===== src/rtl/dbus_req_slice.sv =====
`timescale 1ns/1ps
// dbus_req_slice
// One-deep registered slice between the MMU's translated data-bus request and
// the dcache/CBus. The request payload is captured into registers so the cache
// never sees the translation lookup combinationally. At most one request is
// outstanding; the addr_ok/data_ok handshake is tracked by a small FSM, load
// data is returned upstream from a register, and responses that belong to a
// request killed by a flush after the cache accepted it are drained silently.
module dbus_req_slice #(
    parameter int CNT_W = 16
) (
    input  logic             clk,
    input  logic             reset,
    // upstream (MMU side)
    input  logic             up_valid,
    input  logic [31:0]      up_addr,
    input  logic [2:0]       up_size,
    input  logic [3:0]       up_strobe,
    input  logic [31:0]      up_data,
    output logic             up_data_ok,
    output logic [31:0]      up_rdata,
    input  logic             flush,
    // downstream (dcache side)
    output logic             dn_valid,
    output logic [31:0]      dn_addr,
    output logic [2:0]       dn_size,
    output logic [3:0]       dn_strobe,
    output logic [31:0]      dn_data,
    input  logic             dn_addr_ok,
    input  logic             dn_data_ok,
    input  logic [31:0]      dn_rdata,
    // status / perf
    output logic             busy,
    output logic [CNT_W-1:0] stall_cnt
);

    typedef enum logic [2:0] {
        S_IDLE  = 3'd0,
        S_REQ   = 3'd1,
        S_WAIT  = 3'd2,
        S_RESP  = 3'd3,
        S_DRAIN = 3'd4
    } state_e;

    localparam logic [CNT_W-1:0] CNT_ONE = {{(CNT_W-1){1'b0}}, 1'b1};

    state_e           state_q, state_d;
    logic             after_resp_q, after_resp_d;
    logic [31:0]      addr_q, addr_d;
    logic [2:0]       size_q, size_d;
    logic [3:0]       strobe_q, strobe_d;
    logic [31:0]      wdata_q, wdata_d;
    logic [31:0]      rdata_q, rdata_d;
    logic [CNT_W-1:0] stall_q, stall_d;

    logic             accept;
    logic             capture;
    logic             stalling;

    // FSM state register
    always_ff @(posedge clk or posedge reset) begin
        if (reset) begin
            state_q <= S_IDLE;
        end else begin
            state_q <= state_d;
        end
    end

    // FSM next state plus the accept/capture strobes that steer the datapath
    always_comb begin
        state_d = state_q;
        accept  = 1'b0;
        capture = 1'b0;
        case (state_q)
            S_IDLE: begin
                // The cycle right after a response still carries the
                // upstream's stale valid for the request just completed.
                if (up_valid && !flush && !after_resp_q) begin
                    accept  = 1'b1;
                    state_d = S_REQ;
                end
            end
            S_REQ: begin
                if (flush) begin
                    if (!dn_addr_ok) begin
                        // cache never saw it: drop without side effects
                        state_d = S_IDLE;
                    end else if (dn_data_ok) begin
                        // accepted and completed in the same cycle: nothing owed
                        state_d = S_IDLE;
                    end else begin
                        // accepted but data still owed by the cache
                        state_d = S_DRAIN;
                    end
                end else if (dn_addr_ok) begin
                    if (dn_data_ok) begin
                        capture = 1'b1;
                        state_d = S_RESP;
                    end else begin
                        state_d = S_WAIT;
                    end
                end
            end
            S_WAIT: begin
                if (dn_data_ok) begin
                    if (flush) begin
                        state_d = S_IDLE;
                    end else begin
                        capture = 1'b1;
                        state_d = S_RESP;
                    end
                end else if (flush) begin
                    state_d = S_DRAIN;
                end
            end
            S_RESP: begin
                state_d = S_IDLE;
            end
            S_DRAIN: begin
                if (dn_data_ok) begin
                    state_d = S_IDLE;
                end
            end
            default: begin
                state_d = S_IDLE;
            end
        endcase
    end

    // Remember that the previous cycle was the response cycle
    always_comb begin
        after_resp_d = (state_q == S_RESP);
    end

    always_ff @(posedge clk or posedge reset) begin
        if (reset) begin
            after_resp_q <= 1'b0;
        end else begin
            after_resp_q <= after_resp_d;
        end
    end

    // Request payload: loaded only when a request is accepted, held otherwise
    always_comb begin
        addr_d   = addr_q;
        size_d   = size_q;
        strobe_d = strobe_q;
        wdata_d  = wdata_q;
        if (accept) begin
            addr_d   = up_addr;
            size_d   = up_size;
            strobe_d = up_strobe;
            wdata_d  = up_data;
        end
    end

    // Payload registers feeding the cache
    always_ff @(posedge clk or posedge reset) begin
        if (reset) begin
            addr_q   <= '0;
            size_q   <= '0;
            strobe_q <= '0;
            wdata_q  <= '0;
        end else begin
            addr_q   <= addr_d;
            size_q   <= size_d;
            strobe_q <= strobe_d;
            wdata_q  <= wdata_d;
        end
    end

    // Read data: captured on the data phase of a live request only
    always_comb begin
        rdata_d = rdata_q;
        if (capture) begin
            rdata_d = dn_rdata;
        end
    end

    always_ff @(posedge clk or posedge reset) begin
        if (reset) begin
            rdata_q <= '0;
        end else begin
            rdata_q <= rdata_d;
        end
    end

    // Saturating count of cycles spent waiting on the cache (REQ or WAIT)
    always_comb begin
        stalling = (state_q == S_REQ) || (state_q == S_WAIT);
        stall_d  = stall_q;
        if (stalling && !(&stall_q)) begin
            stall_d = stall_q + CNT_ONE;
        end
    end

    always_ff @(posedge clk or posedge reset) begin
        if (reset) begin
            stall_q <= '0;
        end else begin
            stall_q <= stall_d;
        end
    end

    // Outputs are decoded directly from registers; only up_data_ok also
    // looks at flush so a response racing an exception is never delivered.
    assign dn_valid   = (state_q == S_REQ);
    assign dn_addr    = addr_q;
    assign dn_size    = size_q;
    assign dn_strobe  = strobe_q;
    assign dn_data    = wdata_q;
    assign up_data_ok = (state_q == S_RESP) && !flush;
    assign up_rdata   = rdata_q;
    assign busy       = (state_q != S_IDLE);
    assign stall_cnt  = stall_q;

    // The cache may only complete a data phase while something is owed to it;
    // anything else is ignored by the FSM but flagged here.
    a_data_ok_in_phase : assert property (
        @(posedge clk) disable iff (reset)
        dn_data_ok |-> (state_q == S_REQ || state_q == S_WAIT || state_q == S_DRAIN)
    );

    // The payload presented to the cache must not move while dn_valid is high.
    a_payload_stable : assert property (
        @(posedge clk) disable iff (reset)
        (state_q == S_REQ && state_d == S_REQ) |-> !accept
    );

endmodule


===== config.mk =====
export PLATFORM = sky130hd
export DESIGN_NAME = dbus_req_slice
export DESIGN_NICKNAME = d
export VERILOG_FILES = /design/src/rtl/dbus_req_slice.sv
export SDC_FILE = /design/constraint.sdc
export NUM_CORES = 1
export LEC_CHECK = 0
export BUFFER_PORTS_ARGS = -buffer_cell sky130_fd_sc_hd__buf_2
export CORE_ASPECT_RATIO = 2
export CORE_MARGIN = 4
export CORE_UTILIZATION = 40
export CTS_BUF_LIST = sky130_fd_sc_hd__clkbuf_4
export DETAILED_ROUTE_END_ITERATION = 16
export HOLD_SLACK_MARGIN = 0.15
export PLACE_DENSITY = 0.72
export RECOVER_POWER = 50
export SLEW_MARGIN = 30
export SYNTH_ARGS = -nofsm -noshare
export SYNTH_HDL_FRONTEND = slang
export SYNTH_SLANG_ARGS = --single-unit

===== constraint.sdc =====
create_clock -name clk -period 6.7 [get_ports clk]
set_input_delay 0.335 -clock clk [delete_from_list [all_inputs] [get_ports clk]]
set_output_delay 0.335 -clock clk [all_outputs]
set_load 0.02 [all_outputs]

# Word level (Yosys, flattened, before mapping)
# Cells that the tools add are included.
[totals] regBits=123 latchBits=0 ramBits=0 mem_bits_ro=0 in_bits=109 out_inout_bits=122 memories=0
[classes] n_addsub=1 multipliers=0 div=0 n_lt_le_gt_ge=0 n_eq_ne=8 shift=0 muxes=19 bitwise=0 n_reduce_logical=12
[op_table] operator="two-way mux 3 bit" count=8
[op_table] operator="adder 16 x 1 -> 16 bit (second input constant)" count=1
[op_table] operator="AND reduction 16 bit" count=1
[op_table] operator="case mux 3 bit (4 select lines)" count=1
[op_table] operator="two-way mux 1 bit" count=8
[op_table] operator="equality test 3 x 2 -> 1 bit (second input constant)" count=2
[op_table] operator="logical AND 1 bit" count=4
[op_table] operator="inequality test 2 bit (second input constant)" count=2
[op_table] operator="AND reduction 4 bit" count=1
[op_table] operator="equality test 3 x 1 -> 1 bit (second input constant)" count=1
[op_table] operator="equality test 3 bit (second input constant)" count=1
[op_table] operator="zero test 1 bit" count=3
[op_table] operator="zero test 3 bit" count=1
[op_table] operator="inequality test 3 x 2 -> 1 bit (second input constant)" count=1
[op_table] operator="inequality test 3 bit (second input constant)" count=1
[op_table] operator="nonzero test 3 bit" count=1
[op_table] operator="two-way mux 2 bit" count=1
[op_table] operator="case mux 1 bit (2 select lines)" count=1
[op_table] operator="logical OR 1 bit" count=1

# Depth between registers and ports, before layout
# Gate-level depths: netlist of run 1.
[logic_depth] depth_word=5 ltp_mapped=6 mapped_depth_nobuf=5

# Worst setup path before layout of run 1
# No wires, ideal clock.
[synth_path] path_type="register -> register" from="register stall_q[0], in the netlist stall_cnt[0]" to="register stall_q[1], in the netlist stall_cnt[1]" setup_ns=0.125 t_arrival_ns=1.863 required_ns=6.575 slack_ns=4.711 path_stages_with_launch=6 n_path_buf=0 period_less_slack_ns=1.989 path_cell_list="dfrtp_1 > ha_1 > nand3_1 > or4_4 > and2_4 > mux2_4"
[synth_between] elab_chain_cells=3 word_cells_on_any_way=4 classes_between="1 x add/sub; 3 x reduce/logical"
[synth_rtl] element="from (decl)" line="54" rtl="logic [CNT_W-1:0] stall_q, stall_d;"
[synth_rtl] element="from (signal assigned)" line="201" rtl="stall_q <= stall_d;"
[synth_rtl] element="parallel branches: the longest is 3 deep, another holds adder 16 x 1 -> 16 bit"
# Several ways; the timed one is not identified.
# A chain may end at the register's enable or synchronous reset.

==> results of run 1 <==
final timing paths:
check                                to  slack (ns)  depth (start not counted)          from
max reg2reg                stall_cnt[1]        4.70                          5  stall_cnt[0]
min                          state_q[2]        0.29                          3    dn_data_ok
min in group asynchronous   dn_addr[10]        1.16                          3         reset
min reg2reg                up_rdata[26]        0.50                          1  up_rdata[26]
max in group clk           stall_cnt[1]        4.70                          5  stall_cnt[0]
max                          dn_data[5]        3.84                          4         reset
layout make-up:
class                           instances  area [um^2]  share of cell area (%)
Sequential cell                       123         3080                    41.2
Timing Repair Buffer                  342         2110                    28.3
Multi-Input combinational cell        184         1730                    23.2
Clock inverter                         14          220                    2.95
Tap cell                              145          181                    2.43
Clock buffer                           17          128                    1.71
Inverter                                2         8.76                   0.117
Antenna cell                            2         5.00                  0.0671
placed cells by master, fill, tap and decap left out, types with 2 or more instances in the layout:
cell	count
nand4b_1	3
a211oi_1	2
nand2_1	4
inv_6	2
nor3_1	2
diode_2	2
nand2b_1	2
xnor2_1	11
clkinvlp_4	3
and3_2	4
bufinv_16	5
nor2_1	9
and3_1	2
clkbuf_4	17
nor3b_1	2
clkbuf_1	120
a21oi_1	5
buf_4	4
and2_1	2
dfrtp_1	123
buf_2	110
mux2_1	12
clkinv_4	3
nand4_1	6
a31oi_1	3
dlygate4sd3_1	108
nand3_1	5
mux2_2	92
repair_timing:
item,4_1_cts,5_1_grt
setup endpoints to repair,0,0
endpoints found under the hold margin,168,0
hold buffers,108,0
tightest hold or removal path, delay by kind of cell:
kind	cells	cell delay [ns]
compound gates	1	0.05
mux	1	0.25
buf+inv	1	0.13
logic make-up after synthesis:
family | after synthesis | synth area share (%)
flip-flops | 123 | 63.0
AND/OR/NAND/NOR | 51 | 6.87
buffers and inverters | 15 | 1.46
adder cells (fa/ha/maj) | 1 | 0.256
multiplexers | 105 | 24.3
XOR/XNOR | 12 | 2.15
AO/OA/AOI/OAI | 15 | 1.95
flip-flops by register name, indices dropped and copies added (netlist names):
register      count
after_resp_q      1
dn_addr          32
dn_data          32
dn_size           3
dn_strobe         4
stall_cnt        16
state_q           3
up_rdata         32
per-layer routing:
layer,track usage (%),wire [um]
met5,0,0
met3,5.67,913
met1,19.9,4600
met4,11.5,570
met2,37.2,8000
where the power goes:
| group | internal, mW | switching (mW) |
|---|---|---|
| Clock | 0.334 | 0.290 |
| Combinational | 0.424 | 0.691 |
| Sequential | 1.03 | 0.176 |
| Total | 1.79 | 1.16 |
per-stage QoR:
step | hold WS (ns) | worst slack, ns | cell area (um^2)
after floorplan | 0.467 | 3.09 | 4880
after global placement | 0.470 | 4.81 | 6180
after detailed placement | 0.475 | 4.72 | 6180
after CTS | 0.235 | 4.68 | 7610
after global routing | 0.252 | 3.25 | 7460
final | 0.291 | 3.84 | 7460
==> impl_metrics.ini, run 1 <==
[worst_setup_path]
worstPathRequired_ns = 7.27
path_class = input port to asynchronous set/reset pin
worstSetupEndpointType = asynchronous set/reset pin
critPathSlowestCell = clkinvlp_2
crit_arrival_ns = 3.43
crit_path_start_kind = input port
cp_slowest_stage_delay_ns = 1.57
cp_num_buf_inv = 4
cp_max_fo = 64
cp_top_family = buffers and inverters
crit_chain = dlygate4sd3_1 > clkbuf_1 > clkinvlp_2 > buf_4

[route]
drt_iter0_markers = 137
vias = 4039
drt-total-wl_um = 14100
antenna_left = 0
dr.pass1.iters = 6
drc = 0
viasPerCell = 4.87
detail_route.wl_per_cell_um = 17.0

[floorplanning]
initial_core_util_pct = 41.2
dieArea_um2 = 14100
row_count = 56
die_h_um = 164
ios = 231
die_w_um = 86.1
coreArea_um2 = 11800

[sta]
tightest_slew_ns = 2.79
setup_viol = 0
slew_viol_final = 65
period_minus_slack_ns = 2.86
finalHoldViolCount = 0
slew_headroom_pct = -86.8
finClkSkew_ns = 0.0169
fin_crit_sh_pct = 42.7
setup-tns-final_ns = 0
rsz0062_at_grt = false
clock.fmax_mhz = 349

[cts]
numCtsBuffers = 17
postCtsSetupBuffers = 0
htreeDepth = 4
cts_resized = 0
clk_pin_slew_ns = 0.11
cts_root_buffer = clkbuf_4
cts.sinks = 123
cts_tree = yes
clockBufferDepth = 2
clk_latency_ns = 0.51

[hold_path]
min_path_type = input port to register

[synth]
synth_warnings = 0
ys_seq_area_share_pct = 63.0
syn_nets = 432
synth_top_cell_by_area = dfrtp_1
synth-async-reset-ratio_pct = 100
ys.flop_type = dfrtp_1
netlist_instances = 322
synth-edff-count = 0
syn_area_per_cell_um2 = 15.2
synth_area_leaders = dfrtp_1 (63%), mux2_2 (21%), mux2_1 (2.8%)
ys_top_cells_by_count = dfrtp_1 (123), mux2_2 (92), buf_2 (12), mux2_1 (12), xnor2_1 (11)
ys_seq_elements = 123
syn_area_um2 = 4880
ys_types = 40
synth_top_area_share_pct = 63.0
yosysMostFrequentCell = dfrtp_1

[finish]
fill_cells = 944
stdcell_count = 829
drive_gt1_share_pct = 36.5
fin_nets = 780
syn_to_final_growth_pct = 52.8
utilization_pct = 63.0

[global_routing]
grt_max_degree = 65
antenna_found_initial = 2
grt_first_pass_wirelength_um = 21900
grt_pass1_vias = 4458
grt_use_total_pct = 20.3
gr-total-overflow = 0

[run_status]
violations = capacitance limit, slew limit
outcome = complete, but fails checks

[placement]
port_buffers = 230
post-dp-hpwl_um = 9330
place_inst = 688
gp_congestion = 0.804

[run]
cap_violations = 1

[pwr]
power.density_nw_per_um2 = 395
vdd_drop_max_uv = 247
leakage_nw = 3.34
power_mw = 2.95
Power figures use the tool's default switching activity.
==> run 2, diff against run 1 <==
Clock period 6.7 ns to 2.9 ns, I/O delays scaled along.
==> run 2 against run 1 <==
Compared with the run above:
- the run still ends with capacitance limit, slew limit left
- design area increased by 0.75%
- first-iteration DRC count decreased by 12%
- non-clock buffer count increased by 2
- via count increased by 1.6%
- sequential share of layout area decreased by 0.31 points
- power increased by 130%
- wire length increased by 1.7%
- largest power group unchanged
==> impl_metrics.ini, run 2 (synthesis results as in run 1) <==
[run_status]
outcome = complete, but fails checks
violations = capacitance limit, slew limit

[floorplanning]
die_h_um = 164
initial_core_util_pct = 41.2
dieArea_um2 = 14100
ios = 231
coreArea_um2 = 11800
row_count = 56
die_w_um = 86.1

[sta]
setup_viol = 0
setup-tns-final_ns = 0
period_minus_slack_ns = 2.14
slew_headroom_pct = -3.01
finalHoldViolCount = 0
slew_viol_final = 33
rsz0062_at_grt = false
fin_crit_sh_pct = 73.7
finClkSkew_ns = 0.0175
tightest_slew_ns = 1.54
clock.fmax_mhz = 468

[route]
antenna_left = 0
drc = 0
dr.pass1.iters = 4
viasPerCell = 4.92
drt_iter0_markers = 121
vias = 4102
detail_route.wl_per_cell_um = 17.2
drt-total-wl_um = 14300

[hold_path]
whs_endpoint = dn_addr[21]
hold_path_depth = 3
min_path_type = input port to register
hold_start = up_addr[21]

[pwr]
vdd_drop_max_uv = 637
leakage_nw = 3.46
power.density_nw_per_um2 = 896

[worst_setup_path]
r2r-start = state_q[2]
cp_slowest_stage_delay_ns = 0.55
worstPathRequired_ns = 3.29
crit_chain = nor2_1 > a31oi_1 > a21oi_1 > mux2_2 > dlygate4sd3_1
critPathSlowestCell = dlygate4sd3_1
cp_top_family = buffers and inverters
crit_path_start_kind = register
r2r_cells = 5
worstSetupEndpointType = register
cp_num_buf_inv = 1
path_class = register to register
crit_arrival_ns = 2.53
r2r_setup_slack_ns = 0.76
cp_max_fo = 13
r2r-end = state_q[2]

[cts]
cts.sinks = 123
cts_root_buffer = clkbuf_4
numCtsBuffers = 17
cts_resized = 0
clk_pin_slew_ns = 0.10
clk_latency_ns = 0.51
htreeDepth = 4
clockBufferDepth = 2
cts_tree = yes

[global_routing]
grt_max_degree = 72
gr-total-overflow = 0
antenna_found_initial = 3
grt_use_total_pct = 20.7
grt_first_pass_wirelength_um = 22600
grt_pass1_vias = 4563

[placement]
post-dp-hpwl_um = 9550
gp_congestion = 0.781
place_inst = 688
port_buffers = 230

[finish]
stdcell_count = 833
mostFrequentLayoutCell = buf_2
drive_gt1_share_pct = 40.7
syn_to_final_growth_pct = 54.0
mostFrequentLayoutCells = buf_2 (139), dfrtp_1 (123), dlygate4sd3_1 (110)
fin_nets = 782

[run]
cap_violations = 1
-- run 2: cell type report --
class                           instances  area (um^2)
Fill cell                             929         4320
Sequential cell                       123         3080
Timing Repair Buffer                  344         2190
Multi-Input combinational cell        184         1730
Tap cell                              145          181
Clock inverter                         13          175
Clock buffer                           19          143
Inverter                                2         8.76
Antenna cell                            3         7.51
-- run 2: metal layers --
layer	share of wire [%]	vias up	GRT usage [%]
li1	-	1858	-
met1	32	1995	20.2
met2	56	192	37.4
met3	7.1	57	6.17
met4	4.6	0	12.5
met5	0	-	0
-- run 2: how the worst max path moves through the flow --
stage                 startpoint            to  depth (start not counted)
floorplan           stall_cnt[0]  stall_cnt[1]                          5
global placement    stall_cnt[0]  stall_cnt[1]                          5
detailed placement  stall_cnt[0]  stall_cnt[1]                          5
CTS                   state_q[2]    state_q[2]                          5
global route               reset  dn_strobe[3]                          4
finish                state_q[2]    state_q[2]                          5
-- run 2: where the power goes --
part	switching [mW]	internal, mW	total, mW
logic	1.60	1.02	2.62
registers	0.404	2.39	2.79
clock network	0.623	0.696	1.32
total	2.63	4.11	6.74
-- run 2: worst register-to-register path, delay by kind of cell, from the launching register on --
family / cells / cell delay (ns)
AO/OA/AOI/OAI: 2 / 0.31
buffers and inverters: 1 / 0.55
flip-flops: 1 / 0.53
multiplexers: 1 / 0.35
AND/OR/NAND/NOR: 1 / 0.30
-- run 2: repair_timing --
item / 4_1_cts / 5_1_grt
hold endpoints to repair: 137 / 0
hold buffers: 110 / 0
endpoints found under the setup margin: 0 / 0
buffers inserted: 0 / 0
-- run 2: per-stage QoR --
step	worst slack [ns]	hold slack, ns	utilization [%]	total power [mW]	instance area, um^2
3_5_place_dp	0.967	0.310	52.5	5.46	6210
3_3_place_gp	1.01	0.295	52.5	5.35	6210
4_1_cts	0.790	0.267	64.4	6.92	7630
6_report	0.764	0.389	63.5	6.74	7520
2_1_floorplan	0.911	0.277	-	4.41	4890
5_1_grt	0.664	0.354	63.5	7.11	7520
==> run 3, diff against run 2 <==
Settings changed: ABC_AREA set to 1, PLACE_DENSITY 0.72 to 0.71.
Clock period 2.9 ns to 2.1 ns, I/O delays scaled along.
==> run 3 against run 2 <==
Compared with the run above:
- the run still ends with capacitance limit, slew limit left
- worst hold slack got worse by 0.035 ns
- critical endpoint is now state_q[1]
- critical path type unchanged
- cell count rose by 21%
- sequential cell count is the same
- synthesized area grew 6.6%
- power rose by 55%
- clock skew increased by 0.0012 ns
- sequential share of layout area decreased by 2.1 points
- largest cell class unchanged
- die area up 6.2%
- design area rose by 5.3%
- largest power group is now combinational cells
==> impl_metrics.ini, run 3 <==
[synth]
synth_compound_area_share_pct = 4.66
synth_warnings = 0
synth-edff-count = 0
synth_top_family_by_area = multiplexers
synth_top_area_share_pct = 59.1
ys_types = 25
synth-simple-area-share_pct = 13.3
syn_nets = 594
yosysMostFrequentCell = dfrtp_1
ys_top_cells_by_count = dfrtp_1 (123), nand2_1 (112), mux2_1 (70)
synth_area_leaders = dfrtp_1 (59%), mux2_1 (15%), nand2_1 (8.1%)
synth_fa_ha_area_share_pct = 0.240
ys_seq_area_share_pct = 59.1
syn_area_um2 = 5210
synth.area.mux_share_pct = 15.4
ys_seq_elements = 123
ys.flop_type = dfrtp_1
synth_top_cell_by_area = dfrtp_1
netlist_instances = 484
synth-async-reset-ratio_pct = 100
syn_area_per_cell_um2 = 10.8
synth-xor-area-share_pct = 0.505

[worst_setup_path]
worstPathRequired_ns = 2.48
crit_arrival_ns = 2.27
crit_start = state_q[1]
r2r_cells = 9
path_class = register to register
crit_path_start_kind = register
r2r-start = state_q[1]
worstSetupEndpointType = register
cp_max_fo = 4
r2r_setup_slack_ns = 0.21
r2r-end = state_q[1]

[hold_path]
hold_path_depth = 3
whs_endpoint = dn_addr[26]
hold_start = up_addr[26]
min_path_type = input port to register

[floorplanning]
row_count = 58
die_h_um = 169
coreArea_um2 = 12700
initial_core_util_pct = 41.0
ios = 231
dieArea_um2 = 15000
die_w_um = 88.7

[global_routing]
grt_use_total_pct = 20.6
gr-total-overflow = 0
grt_max_degree = 72
grt_pass1_vias = 5100
grt_first_pass_wirelength_um = 23800
antenna_found_initial = 1

[finish]
fin_nets = 952
syn_to_final_growth_pct = 52.0
mostFrequentLayoutCell = buf_2
stdcell_count = 1007
mostFrequentLayoutCells = buf_2 (170), dfrtp_1 (123), nand2_1 (112)
final_cell_area_um2 = 7920
fill_cells = 1018
drive_gt1_share_pct = 26.2

[sta]
setup_viol = 0
clock.fmax_mhz = 530
slew_headroom_pct = -0.620
finalHoldViolCount = 0
slew_viol_final = 71
setup-tns-final_ns = 0
period_minus_slack_ns = 1.89
rsz0062_at_grt = false
finClkSkew_ns = 0.0188
tightest_slew_ns = 1.51
fin_crit_sh_pct = 89.8

[route]
routed-wl-met2_um = 8660
detail_route.wl_per_cell_um = 15.4
met1_length_um = 5290
viasPerCell = 4.73
antenna_left = 0
dr.pass1.iters = 4
drt-total-wl_um = 15500
top_layer = met4
drc = 0
drt_iter0_markers = 106
wl_met3_um = 853
vias = 4760

[cts]
clockBufferDepth = 2
numCtsBuffers = 17
clk_pin_slew_ns = 0.13
clk_latency_ns = 0.49
cts_tree = yes
htreeDepth = 4
cts_root_buffer = clkbuf_4
cts.sinks = 123

[placement]
port_buffers = 230
post-dp-hpwl_um = 10300
gp_congestion = 0.846
place_inst = 862
place_area_um2 = 6550

[run]
cap_violations = 1

[pwr]
leakage_nw = 3.89
vdd_drop_max_uv = 844
power.density_nw_per_um2 = 1320

[run_status]
outcome = complete, but fails checks
violations = capacitance limit, slew limit
run 3: area by class of cell:
cell class	instances	area [um^2]	area share (%)
Clock buffer	18	135	1.71
Tap cell	150	188	2.37
Inverter	63	240	3.03
Multi-Input combinational cell	283	1780	22.5
Timing Repair Buffer	354	2300	29.1
Sequential cell	123	3080	38.9
Antenna cell	2	5.00	0.0632
Clock inverter	14	191	2.42
run 3: power by group:
| part | switching, mW | total, mW | internal (mW) |
|---|---|---|---|
| Combinational | 2.92 | 4.50 | 1.58 |
| Clock | 0.900 | 1.87 | 0.967 |
| Sequential | 0.609 | 4.05 | 3.44 |
| Total | 4.43 | 10.4 | 5.98 |
run 3: how the worst max path moves through the flow:
stage	to	slack [ns]	depth (start not counted)
3_5_place_dp	stall_cnt[15]	0.16	9
2_1_floorplan	after_resp_q	0.48	1
6_report	state_q[1]	0.21	9
4_1_cts	stall_cnt[15]	0.13	9
3_3_place_gp	stall_cnt[15]	-0.14	9
5_1_grt	state_q[1]	0.06	9
run 3: per-layer routing:
layer / track usage, % / vias to the layer above
met5: 0 / -
met4: 11.8 / 0
met3: 4.32 / 52
met2: 37.9 / 192
met1: 20.2 / 2242
li1: - / 2274
run 3: cells by family after synthesis:
logic type | after synthesis
buffers and inverters | 78
xor gates and xnor gates | 3
AOI/OAI and AO/OA | 46
DFF | 123
and+or+nand+nor | 162
adders and majority gates | 1
muxes | 71
run 3: what timing repair did:
item                                   4_1_cts  5_1_grt
setup endpoints to repair                    0        5
endpoints found under the hold margin      229        0
hold buffers                               111        0
setup buffers                                0        0
gates resized for setup                      0        1
run 3: worst max-delay path, cell delays in order, from the launching register on:
cell	delay [ns]
dfrtp_1	0.43
inv_1	0.11
nand3_2	0.14
inv_1	0.11
nand2_1	0.07
nor2_1	0.14
nor2_1	0.10
nand2_1	0.07
nand2_1	0.04
dlygate4sd3_1	0.56
run 3: stage by stage:
stage	total power [mW]	setup slack [ns]	utilization (%)	hold slack [ns]
2_1_floorplan	6.84	0.484	-	0.226
5_1_grt	11.1	0.0580	62.3	0.281
3_3_place_gp	8.36	-0.136	51.6	0.313
6_report	10.4	0.213	62.3	0.354
3_5_place_dp	8.54	0.164	51.6	0.317
4_1_cts	10.6	0.130	62.9	0.280
